<file path="src/rtl/ghost_catch_ctrl.sv">
// Ghost/Pacman catch detector with lives bookkeeping and mover control.
// Drives freeze, respawn and game-over back to the sprite movers.
module ghost_catch_ctrl #(
    parameter int HIT_DIST     = 12,
    parameter int CONFIRM      = 2,
    parameter int LIVES        = 3,
    parameter int FREEZE_TICKS = 64
) (
    input  logic       clk,
    input  logic       rst,
    input  logic       move_tick,
    input  logic       start,
    input  logic [9:0] pac_x,
    input  logic [8:0] pac_y,
    input  logic [9:0] ghost_x,
    input  logic [8:0] ghost_y,
    output logic       freeze,
    output logic       respawn,
    output logic       hit,
    output logic [1:0] lives,
    output logic       game_over,
    output logic [1:0] state
);

    localparam logic [1:0] S_IDLE   = 2'd0;
    localparam logic [1:0] S_PLAY   = 2'd1;
    localparam logic [1:0] S_FREEZE = 2'd2;
    localparam logic [1:0] S_OVER   = 2'd3;

    localparam logic [9:0] HIT_LIM   = 10'(HIT_DIST);
    localparam logic [3:0] CONF_LAST = 4'(CONFIRM - 1);
    localparam logic [1:0] LIVES_INI = 2'(LIVES);
    localparam logic [7:0] FRZ_INI   = 8'(FREEZE_TICKS);

    logic [1:0] state_q;
    logic [1:0] lives_q;
    logic [3:0] conf_cnt;
    logic [7:0] frz_cnt;
    logic       hit_q;
    logic       resp_q;

    logic [9:0] dx;
    logic [9:0] dy;
    logic       overlap;

    // Larger minus smaller, so far-apart coordinates never wrap into a hit.
    always_comb begin
        dx = (pac_x >= ghost_x) ? (pac_x - ghost_x) : (ghost_x - pac_x);
        dy = {1'b0, (pac_y >= ghost_y) ? (pac_y - ghost_y)
                                       : (ghost_y - pac_y)};
        overlap = (dx < HIT_LIM) && (dy < HIT_LIM);
    end

    always_ff @(posedge clk) begin
        if (!rst) begin
            state_q  <= S_IDLE;
            lives_q  <= LIVES_INI;
            conf_cnt <= 4'd0;
            frz_cnt  <= 8'd0;
            hit_q    <= 1'b0;
            resp_q   <= 1'b0;
        end else begin
            hit_q  <= 1'b0;
            resp_q <= 1'b0;
            case (state_q)
                S_IDLE, S_OVER: begin
                    if (start) begin
                        state_q  <= S_PLAY;
                        lives_q  <= LIVES_INI;
                        conf_cnt <= 4'd0;
                        resp_q   <= 1'b1;
                    end
                end
                S_PLAY: begin
                    if (move_tick) begin
                        if (!overlap) begin
                            conf_cnt <= 4'd0;
                        end else if (conf_cnt != CONF_LAST) begin
                            conf_cnt <= conf_cnt + 4'd1;
                        end else begin
                            hit_q    <= 1'b1;
                            conf_cnt <= 4'd0;
                            if (lives_q != 2'd0)
                                lives_q <= lives_q - 2'd1;
                            if (lives_q <= 2'd1) begin
                                state_q <= S_OVER;
                            end else begin
                                state_q <= S_FREEZE;
                                frz_cnt <= FRZ_INI;
                            end
                        end
                    end
                end
                default: begin
                    if (move_tick) begin
                        if (frz_cnt <= 8'd1) begin
                            state_q  <= S_PLAY;
                            resp_q   <= 1'b1;
                            conf_cnt <= 4'd0;
                            frz_cnt  <= 8'd0;
                        end else begin
                            frz_cnt <= frz_cnt - 8'd1;
                        end
                    end
                end
            endcase
        end
    end

    assign state     = state_q;
    assign hit       = hit_q;
    assign respawn   = resp_q;
    assign freeze    = (state_q != S_PLAY);
    assign game_over = (state_q == S_OVER);
    assign lives     = (state_q == S_OVER) ? 2'd0 : lives_q;

endmodule

</file>
<file path="config.mk">
export PLATFORM = sky130hd
export DESIGN_NAME = ghost_catch_ctrl
export DESIGN_NICKNAME = d
export VERILOG_FILES = /design/src/rtl/ghost_catch_ctrl.sv
export SDC_FILE = /design/constraint.sdc
export NUM_CORES = 1
export LEC_CHECK = 0
export BUFFER_PORTS_ARGS = -buffer_cell sky130_fd_sc_hd__clkbuf_2
export CAP_MARGIN = 20
export CORE_MARGIN = 4
export CORE_UTILIZATION = 25
export CTS_CLUSTER_DIAMETER = 100
export DETAILED_ROUTE_END_ITERATION = 16
export SKIP_CTS_REPAIR_TIMING = 1
export SLEW_MARGIN = 20
export SYNTH_ARGS = -nofsm -noshare
export SYNTH_HDL_FRONTEND = slang
export SYNTH_SLANG_ARGS = --single-unit
</file>
<file path="constraint.sdc">
create_clock -name clk -period 3.9 [get_ports clk]
set_input_delay 0.39 -clock clk [delete_from_list [all_inputs] [get_ports clk]]
set_output_delay 0.39 -clock clk [all_outputs]
set_load 0.01 [all_outputs]
</file>
==> results.py, run 1 <==
metrics = {
    "status": {
        "status": "complete, no violations",
    },
    "cts": {
        "clk_latency_ps": 260,
        "cts_tree": "built",
        "h-tree-depth": 1,
        "numCtsBuffers": 3,
        "cts_sinks": 18,
        "root_buffer": "clkbuf_8",
        "path_clk_slew_ps": 70,
        "cts_buffer_depth": 2,
    },
    "hold_path": {
        "min_path_type": "in -> reg",
        "holdPathStages": 3,
        "min_to": "respawn",
        "hp-start": "move_tick",
    },
    "yosys": {
        "synth.area.mux_share_pct": 1.095,
        "synth_top_family_by_area": "compound AO/OA/AOI/OAI gates",
        "ys_ff_latch": 18,
        "yosys.area_share.adder_pct": 20.53,
        "syn-cell-area_sq_mm": 0.002743,
        "synth-simple-area-share_pct": 21.12,
        "yosysWarningCount": 0,
        "synth_seq_area_share_pct": 13.14,
        "postSynthAreaPerCell_sq_um": 7.453,
        "yosysTopAreaCellShare_pct": 20.53,
        "yosys-top-cells-area": "ha_1 21%, dfxtp_1 13%, inv_1 7.0%, nor2_1 4.5%, a21oi_1 3.6%",
        "syn_inst": 368,
        "synth_nets": 455,
        "synth-xor-area-share_pct": 6.068,
        "async_flop_share_pct": 0,
        "synth_edf_count": 0,
        "netlist-cell-type-count": 65,
        "synth_area_leader_cell": "ha_1",
        "ys_dominant_reg_cell": "dfxtp_1",
        "synth_compound_gate_area_share_pct": 28.79,
    },
    "sta": {
        "rsz0062_at_grt": "no",
        "setup_viol": 0,
        "setup_tns_ps": 0,
        "period_needed_ps": 3132,
        "worst_pin_slew_ps": 539.3,
        "fmax_mhz": 319.3,
        "hold_viol": 0,
        "drv_slew": 0,
        "slew_headroom_pct": 63.71,
        "layout_worst_path_cycle_share_pct": 80.31,
        "skew_ps": 2.147,
    },
    "setup_path": {
        "required_ps": 4040,
        "crit_type": "in -> reg",
        "r2r_end": "frz_cnt[1]",
        "crit_start": "pac_x[1]",
        "reg2reg_depth": 7,
        "critPathMaxFanout": 3,
        "startpoint_type": "primary input",
        "cp-end-kind": "flip-flop",
        "cp.arrival_ps": 3270,
        "rrSetupSlack_ps": 1500,
        "r2r-start": "state[0]",
    },
    "global_routing": {
        "grt_max_degree": 15,
        "overflow": 0,
        "grt_pass1_vias": 2691,
        "grtUsageTotal_pct": 10.35,
        "grt_pass1_wl_microns": 11590,
        "grt_antenna_before_repair": 0,
    },
    "placement": {
        "place_hpwl_microns": 5500,
        "gp_congestion": 0.8468,
        "io_buffers": 49,
        "place_area_sq_mm": 0.003099,
    },
    "die": {
        "initial_core_util_pct": 26.10,
        "boundaryPins": 50,
        "die_width_microns": 112.7,
        "rows": 37,
        "dieArea_sq_mm": 0.01271,
        "die_h_microns": 112.7,
        "core_sq_mm": 0.01051,
    },
    "power_and_ir_drop": {
        "total_power_w": 0.0006717,
        "p_leak_nw": 1.507,
        "ir_drop_v": 0.0001094,
        "power_density_mw_per_mm2": 213.0,
    },
    "final_layout": {
        "n_antenna_cell": 0,
        "final_nets": 497,
        "syn_to_final_growth_pct": 15.01,
        "final_area_sq_mm": 0.003154,
        "final_layout_size_suffix_gt1_share_pct": 16.87,
    },
    "detailed_routing": {
        "drt-initial-drc-count": 137,
        "dr.pass1.iters": 4,
        "avgRoutedWirePerCell_microns": 12.07,
        "drc": 0,
        "vias": 2684,
        "drt_wl_total_microns": 6579,
        "viasPerCell": 4.925,
        "postRouteAntennaNets": 0,
    },
    "flow_run": {
        "drv_cap": 0,
    },
}
[placed cells by master, fill, tap and decap left out, drive strengths merged, types with 3 or more instances in the layout]
cell    synthesis  final
mux2i           3      3
nand4           3      3
nand2          23     23
nand3           8      8
a211oi          8      8
xnor2           9      9
a31oi           6      6
nand2b          3      3
or3             5      5
o221a           4      4
dfxtp          18     18
nor3b           4      4
or2             3      3
o22ai           3      3
a221oi          3      3
nor4            5      5
inv            51     51
and2            4      4
ha             45     45
clkbuf          5     53
o21a            5      5
a21oi          21     21
xor2           10     10
a21o            9      9
nor2           33     33
o211ai          3      3
a21boi          3      3
nor3            6      6
o21ai          20     20
nor2b           7      7
[area by class of cell]
cell class,instances,area (sq um)
clock buffer,4,55.05
fill,1101,7355
inverter,52,195.2
multi-input combinational,286,2128
sequential,18,360.3
tap,136,170.2
timing repair buffer,49,245.2
[report_power, final]
part	internal, W	switching, W
Clock	0.0000898	0.0000670
Combinational	0.000136	0.000190
Sequential	0.000187	0.00000289
Total	0.000412	0.000259
[critical path, cell delays in order]
cell       delay [ps]
clkbuf_2           90
inv_1              40
ha_1              300
nor2b_1           160
o31a_1            290
a221o_1           330
a21bo_1           190
nor4_1            510
o21ai_1           240
a2111oi_4         410
mux2i_1           250
o21ai_1            70
[per-stage QoR]
step / hold slack, ps / worst slack [ps] / utilization [%] / std cells
2_1_floorplan: 433.1 / 919.1 / - / 368
5_1_grt: 475.0 / 551.3 / 30.02 / 545
4_1_cts: 457.7 / 779.7 / 30.02 / 545
3_3_place_gp: 452.8 / 573.7 / 29.49 / 541
6_report: 454.8 / 767.8 / 30.02 / 545
3_5_place_dp: 463.5 / 518.0 / 29.49 / 541
[cells by family after synthesis]
logic type | Yosys count
fa+ha+maj | 45
flops | 18
simple gates | 112
xor+xnor | 19
buf+inv | 64
mux | 3
compound gates | 107
[worst max-delay path by stage]
| stage | cells after the start | endpoint |
|---|---|---|
| 4_1_cts | 12 | lives_q[0] |
| 2_1_floorplan | 12 | lives_q[0] |
| 5_1_grt | 12 | state[1] |
| 3_5_place_dp | 12 | lives_q[0] |
| 6_report | 12 | lives_q[0] |
| 3_3_place_gp | 12 | lives_q[0] |
[registers in the layout, summed over array words and instances, names as in the netlist]
| signal | flops |
|---|---|
| hit | 1 |
| state | 2 |
| respawn | 1 |
| lives_q | 2 |
| frz_cnt | 8 |
| conf_cnt | 4 |
[layer usage]
metal	vias to the layer above	part of all wire [%]	global-route usage, %
met4	0	1.5	2.244
li1	1379	-	-
met1	1234	44	12.79
met3	10	3.3	1.176
met5	-	0	0
met2	61	51	19.19
[synth_stat cells (7+ instances only)]
| master | count |
|---|---|
| o21ai_0 | 15 |
| xor2_1 | 10 |
| dfxtp_1 | 18 |
| nand2_1 | 23 |
| a21oi_1 | 20 |
| a21o_1 | 9 |
| nand3_1 | 8 |
| nor2_1 | 33 |
| xnor2_1 | 9 |
| ha_1 | 45 |
| nor2b_1 | 7 |
| inv_1 | 51 |
(Power assumes the default switching activity.)
==> inputs of run 2 (changes only) <==
==> constraint.sdc (replaced) <==
create_clock -name clk -period 3.2 [get_ports clk]
set_input_delay 0.32 -clock clk [delete_from_list [all_inputs] [get_ports clk]]
set_output_delay 0.32 -clock clk [all_outputs]
set_load 0.01 [all_outputs]
==> results.py, run 2 (same netlist as run 1, synthesis figures left out) <==
metrics = {
    "cts": {
        "clk_latency_ps": 260,
        "path_clk_slew_ps": 70,
        "h-tree-depth": 1,
        "cts_tree": "built",
        "root_buffer": "clkbuf_8",
        "cts_sinks": 18,
        "numCtsBuffers": 3,
        "cts_buffer_depth": 2,
    },
    "sta": {
        "setup_tns_ps": 0,
        "period_needed_ps": 2872,
        "setup_viol": 0,
        "fmax_mhz": 348.1,
        "skew_ps": 2.159,
        "slew_headroom_pct": 69.24,
        "hold_viol": 0,
        "layout_worst_path_cycle_share_pct": 89.77,
        "worst_pin_slew_ps": 457.1,
        "drv_slew": 0,
        "fin_ws_ps": 327.5,
        "rsz0062_at_grt": "no",
    },
    "hold_path": {
        "min_path_type": "in -> reg",
        "holdPathStages": 3,
    },
    "final_layout": {
        "final_area_sq_mm": 0.003243,
        "final_common_cell": "inv_1",
        "syn_to_final_growth_pct": 18.25,
        "n_antenna_cell": 0,
        "final_cell_mix": "51 x inv_1, 49 x clkbuf_2, 45 x ha_1",
        "final_layout_size_suffix_gt1_share_pct": 19.29,
        "final_nets": 508,
        "largest_register": "frz_cnt",
        "final_cell_count_no_fill": 556,
        "top_regs": "frz_cnt x8, conf_cnt x4",
        "largest_register_ffs": 8,
    },
    "setup_path": {
        "crit_cells": 12,
        "cp-end-kind": "flip-flop",
        "rrSetupSlack_ps": 930,
        "startpoint_type": "primary input",
        "crit_type": "in -> reg",
        "worstPathCellList": "clkbuf_2 -> inv_1 -> ha_1 -> a21o_1 -> a21oi_1 -> a21boi_0 -> o21a_1 -> o32ai_1 -> nand3_1 -> a2111oi_4 -> mux2i_1 -> o21ai_1",
        "critPathBufInv": 2,
        "required_ps": 3340,
        "slowest_stage": "a2111oi_4",
        "cp.arrival_ps": 3010,
        "critPathTopFamily": "compound AO/OA/AOI/OAI gates",
        "cpPeakStageDelay_ps": 500,
        "reg2reg_depth": 7,
        "critPathMaxFanout": 8,
    },
    "global_routing": {
        "grt_pass1_vias": 2638,
        "overflow": 0,
        "grt_antenna_before_repair": 0,
        "grt_pass1_wl_microns": 11540,
        "grtUsageTotal_pct": 10.47,
        "grt_max_degree": 15,
    },
    "detailed_routing": {
        "postRouteAntennaNets": 0,
        "drc": 0,
        "drt_wl_total_microns": 6645,
        "dr.pass1.iters": 4,
        "viasPerCell": 4.824,
        "avgRoutedWirePerCell_microns": 11.95,
        "drt-initial-drc-count": 96,
        "vias": 2682,
    },
    "placement": {
        "placedCellCount": 552,
        "place_area_sq_mm": 0.003182,
        "pre_cts_ws_ps": 74.08,
        "gp_congestion": 0.8767,
        "io_buffers": 49,
        "place_hpwl_microns": 5630,
    },
    "power_and_ir_drop": {
        "p_leak_nw": 1.560,
        "ir_drop_v": 0.0001141,
        "power_density_mw_per_mm2": 257.3,
    },
    "die": {
        "rows": 37,
        "die_h_microns": 112.7,
        "dieArea_sq_mm": 0.01271,
        "core_sq_mm": 0.01051,
        "initial_core_util_pct": 26.10,
        "die_width_microns": 112.7,
        "boundaryPins": 50,
    },
    "flow_run": {
        "drv_cap": 0,
    },
    "status": {
        "status": "complete, no violations",
    },
}
[run 2: worst paths after layout]
kind              start         end
max            pac_y[3]  lives_q[0]
min           move_tick     respawn
max reg2reg    state[0]  frz_cnt[1]
min reg2reg  frz_cnt[7]  frz_cnt[7]
[run 2: per-layer routing]
metal	track usage, %	vias to the layer above	part of all wire (%)
li1	-	1409	-
met1	12.57	1207	44
met2	19.35	55	50
met3	1.230	11	3.8
met4	3.205	0	1.7
met5	0	-	0
[run 2: stage by stage]
stage                     hold WS [ps]  util (%)  power [W]
after floorplan                  433.1         -  0.0005332
after global placement           464.0     30.28  0.0006417
after detailed placement         462.2     30.28  0.0006453
after CTS                        383.7     30.80  0.0008414
after global routing             412.0     30.86  0.0009052
final                            384.1     30.86  0.0008344
[run 2: area by class of cell]
| cell class | count | area (sq um) |
|---|---|---|
| clock buffer | 4 | 55.05 |
| fill | 1141 | 7266 |
| inverter | 52 | 195.2 |
| multi-input combinational | 286 | 2135 |
| sequential | 18 | 360.3 |
| tap | 136 | 170.2 |
| timing repair buffer | 60 | 327.8 |
[run 2: worst register-to-register path, stage by stage, from the launching register on]
cell and delay [ps]:
dfxtp_1 390, inv_1 80, ha_1 360, nor4_1 460
o211ai_1 180, a211o_1 270, and2_4 190, o41ai_2 250
[run 2: power by group]
group	switching [W]	internal, W	leakage (nW)
Combinational	0.000235	0.000177	1.39
Sequential	0.00000339	0.000228	0.145
Clock	0.0000813	0.000109	0.0288
Total	0.000320	0.000515	1.56
==> inputs of run 3 (changes only) <==
--- a/config.mk
+++ b/config.mk
@@ -7,10 +7,14 @@
 export LEC_CHECK = 0
 export BUFFER_PORTS_ARGS = -buffer_cell sky130_fd_sc_hd__clkbuf_2
 export CAP_MARGIN = 20
+export CELL_PAD_IN_SITES_DETAIL_PLACEMENT = 1
+export CELL_PAD_IN_SITES_GLOBAL_PLACEMENT = 1
 export CORE_MARGIN = 4
 export CORE_UTILIZATION = 25
+export CTS_BUF_LIST = sky130_fd_sc_hd__clkbuf_4
 export CTS_CLUSTER_DIAMETER = 100
 export DETAILED_ROUTE_END_ITERATION = 16
+export PLACE_DENSITY_LB_ADDON = 0.1
 export SKIP_CTS_REPAIR_TIMING = 1
 export SLEW_MARGIN = 20
 export SYNTH_ARGS = -nofsm -noshare
==> results.py, run 3 (same netlist as run 1, synthesis figures left out) <==
metrics = {
    "sta": {
        "rsz0062_at_grt": "yes",
        "drv_slew": 0,
        "layout_worst_path_cycle_share_pct": 92.60,
        "slew_headroom_pct": 66.12,
        "period_needed_ps": 2963,
        "fmax_mhz": 337.5,
        "hold_viol": 0,
        "worst_pin_slew_ps": 501.8,
        "skew_ps": 8.746,
        "setup_viol": 0,
    },
    "setup_path": {
        "crit_type": "in -> reg",
        "slowest_stage": "or4b_4",
        "crit_top_cell": "o21ai_1",
        "critPathMaxFanout": 5,
        "required_ps": 3390,
        "critPathBufInv": 2,
        "crit_start": "pac_x[6]",
        "startpoint_type": "primary input",
        "cp-end-kind": "flip-flop",
        "critPathTopFamily": "compound AO/OA/AOI/OAI gates",
        "r2r-start": "frz_cnt[0]",
        "cpPeakStageDelay_ps": 500,
        "cp.arrival_ps": 3150,
        "worstPathCellList": "clkbuf_2 -> inv_1 -> ha_1 -> a21o_1 -> or4b_4 -> a221oi_2 -> o221ai_1 -> nor3b_2 -> o21ai_1 -> a2111oi_4 -> mux2i_1 -> o21ai_1",
    },
    "final_layout": {
        "final_cell_count_no_fill": 557,
        "syn_to_final_growth_pct": 17.47,
        "largest_register_ffs": 8,
        "final_common_cell": "inv_1",
        "n_antenna_cell": 0,
        "largest_register": "frz_cnt",
        "final_nets": 509,
        "final_cell_mix": "51 x inv_1, 49 x clkbuf_2, 45 x ha_1",
        "final_area_sq_mm": 0.003222,
        "final_layout_size_suffix_gt1_share_pct": 19.24,
        "finish.utilization_pct": 30.66,
        "top_regs": "frz_cnt x8, conf_cnt x4",
    },
    "placement": {
        "io_buffers": 49,
        "place_hpwl_microns": 6606,
        "placedCellCount": 553,
        "place_area_sq_mm": 0.003189,
        "gp_congestion": 0.7564,
    },
    "detailed_routing": {
        "drt_wl_total_microns": 7706,
        "drt-initial-drc-count": 64,
        "avgRoutedWirePerCell_microns": 13.83,
        "postRouteAntennaNets": 0,
        "drc": 0,
        "dr.pass1.iters": 4,
        "vias": 2740,
        "viasPerCell": 4.919,
    },
    "power_and_ir_drop": {
        "power_density_mw_per_mm2": 243.1,
        "ir_drop_v": 0.00009944,
        "p_leak_nw": 1.551,
    },
    "cts": {
        "cts_sinks": 18,
        "cts_tree": "built",
        "h-tree-depth": 1,
        "path_clk_slew_ps": 110,
        "cts_buffer_depth": 2,
        "clk_latency_ps": 310,
        "numCtsBuffers": 3,
        "root_buffer": "clkbuf_4",
    },
    "global_routing": {
        "grt_pass1_vias": 2919,
        "overflow": 0,
        "grt_max_degree": 15,
        "grtUsageTotal_pct": 12.24,
        "grt_antenna_before_repair": 0,
        "grt_pass1_wl_microns": 13460,
    },
    "hold_path": {
        "hp-start": "move_tick",
        "min_path_type": "in -> reg",
    },
    "die": {
        "core_sq_mm": 0.01051,
        "rows": 37,
        "boundaryPins": 50,
        "dieArea_sq_mm": 0.01271,
        "die_h_microns": 112.7,
        "die_width_microns": 112.7,
        "initial_core_util_pct": 26.10,
    },
    "flow_run": {
        "drv_cap": 0,
    },
    "status": {
        "status": "complete, no violations",
    },
}
## run 3: worst paths after layout
path	depth (start not counted)	slack, ps	endpoint
hold / removal	3	350	respawn
setup / recovery	12	240	lives_q[0]
setup reg to reg	11	820	state[1]
hold reg to reg	1	500	frz_cnt[7]
## run 3: final cells by class
| class | count | area (sq um) |
|---|---|---|
| Clock buffer | 3 | 22.52 |
| Clock inverter | 1 | 3.754 |
| Fill cell | 1306 | 7287 |
| Inverter | 52 | 195.2 |
| Multi-Input combinational cell | 286 | 2135 |
| Sequential cell | 18 | 360.3 |
| Tap cell | 136 | 170.2 |
| Timing Repair Buffer | 61 | 335.3 |
## run 3: per-stage QoR
stage / power (W) / worst slack, ps / TNS, ps / hold slack (ps)
finish: 0.0007832 / 236.7 / 0 / 347.6
global route: 0.0008597 / -4.151 / -4.151 / 340.7
detailed placement: 0.0006646 / -117.1 / -340.9 / 476.4
floorplan: 0.0005332 / 289.1 / 0 / 433.1
global placement: 0.0006617 / -98.97 / -380.3 / 472.5
CTS: 0.0007980 / 212.6 / 0 / 341.7
## run 3: power breakdown
group	leakage (nW)	switching [W]	internal [W]
Clock	0.0154	0.0000816	0.0000455
Combinational	1.39	0.000244	0.000180
Sequential	0.145	0.00000385	0.000228
Total	1.55	0.000330	0.000454
## run 3: worst register-to-register path, stage by stage (launching register included)
cell      delay (ps)
dfxtp_1          410
inv_1             90
ha_1             240
nor2_1           130
nor3_1            70
and3_1           170
or2_2            320
a21oi_1          150
a211o_1          300
inv_1            130
a21oi_1          170
a211oi_1          60
## run 3: routing by layer
layer  vias to the layer above  global-route usage (%)  share of wire [%]
met5                         -                       0                  0
met4                         0                  0.7212               0.23
met3                         2                   1.765                2.8
met2                        34                   22.51                 49
met1                      1297                   15.81                 48
li1                       1407                       -                  -
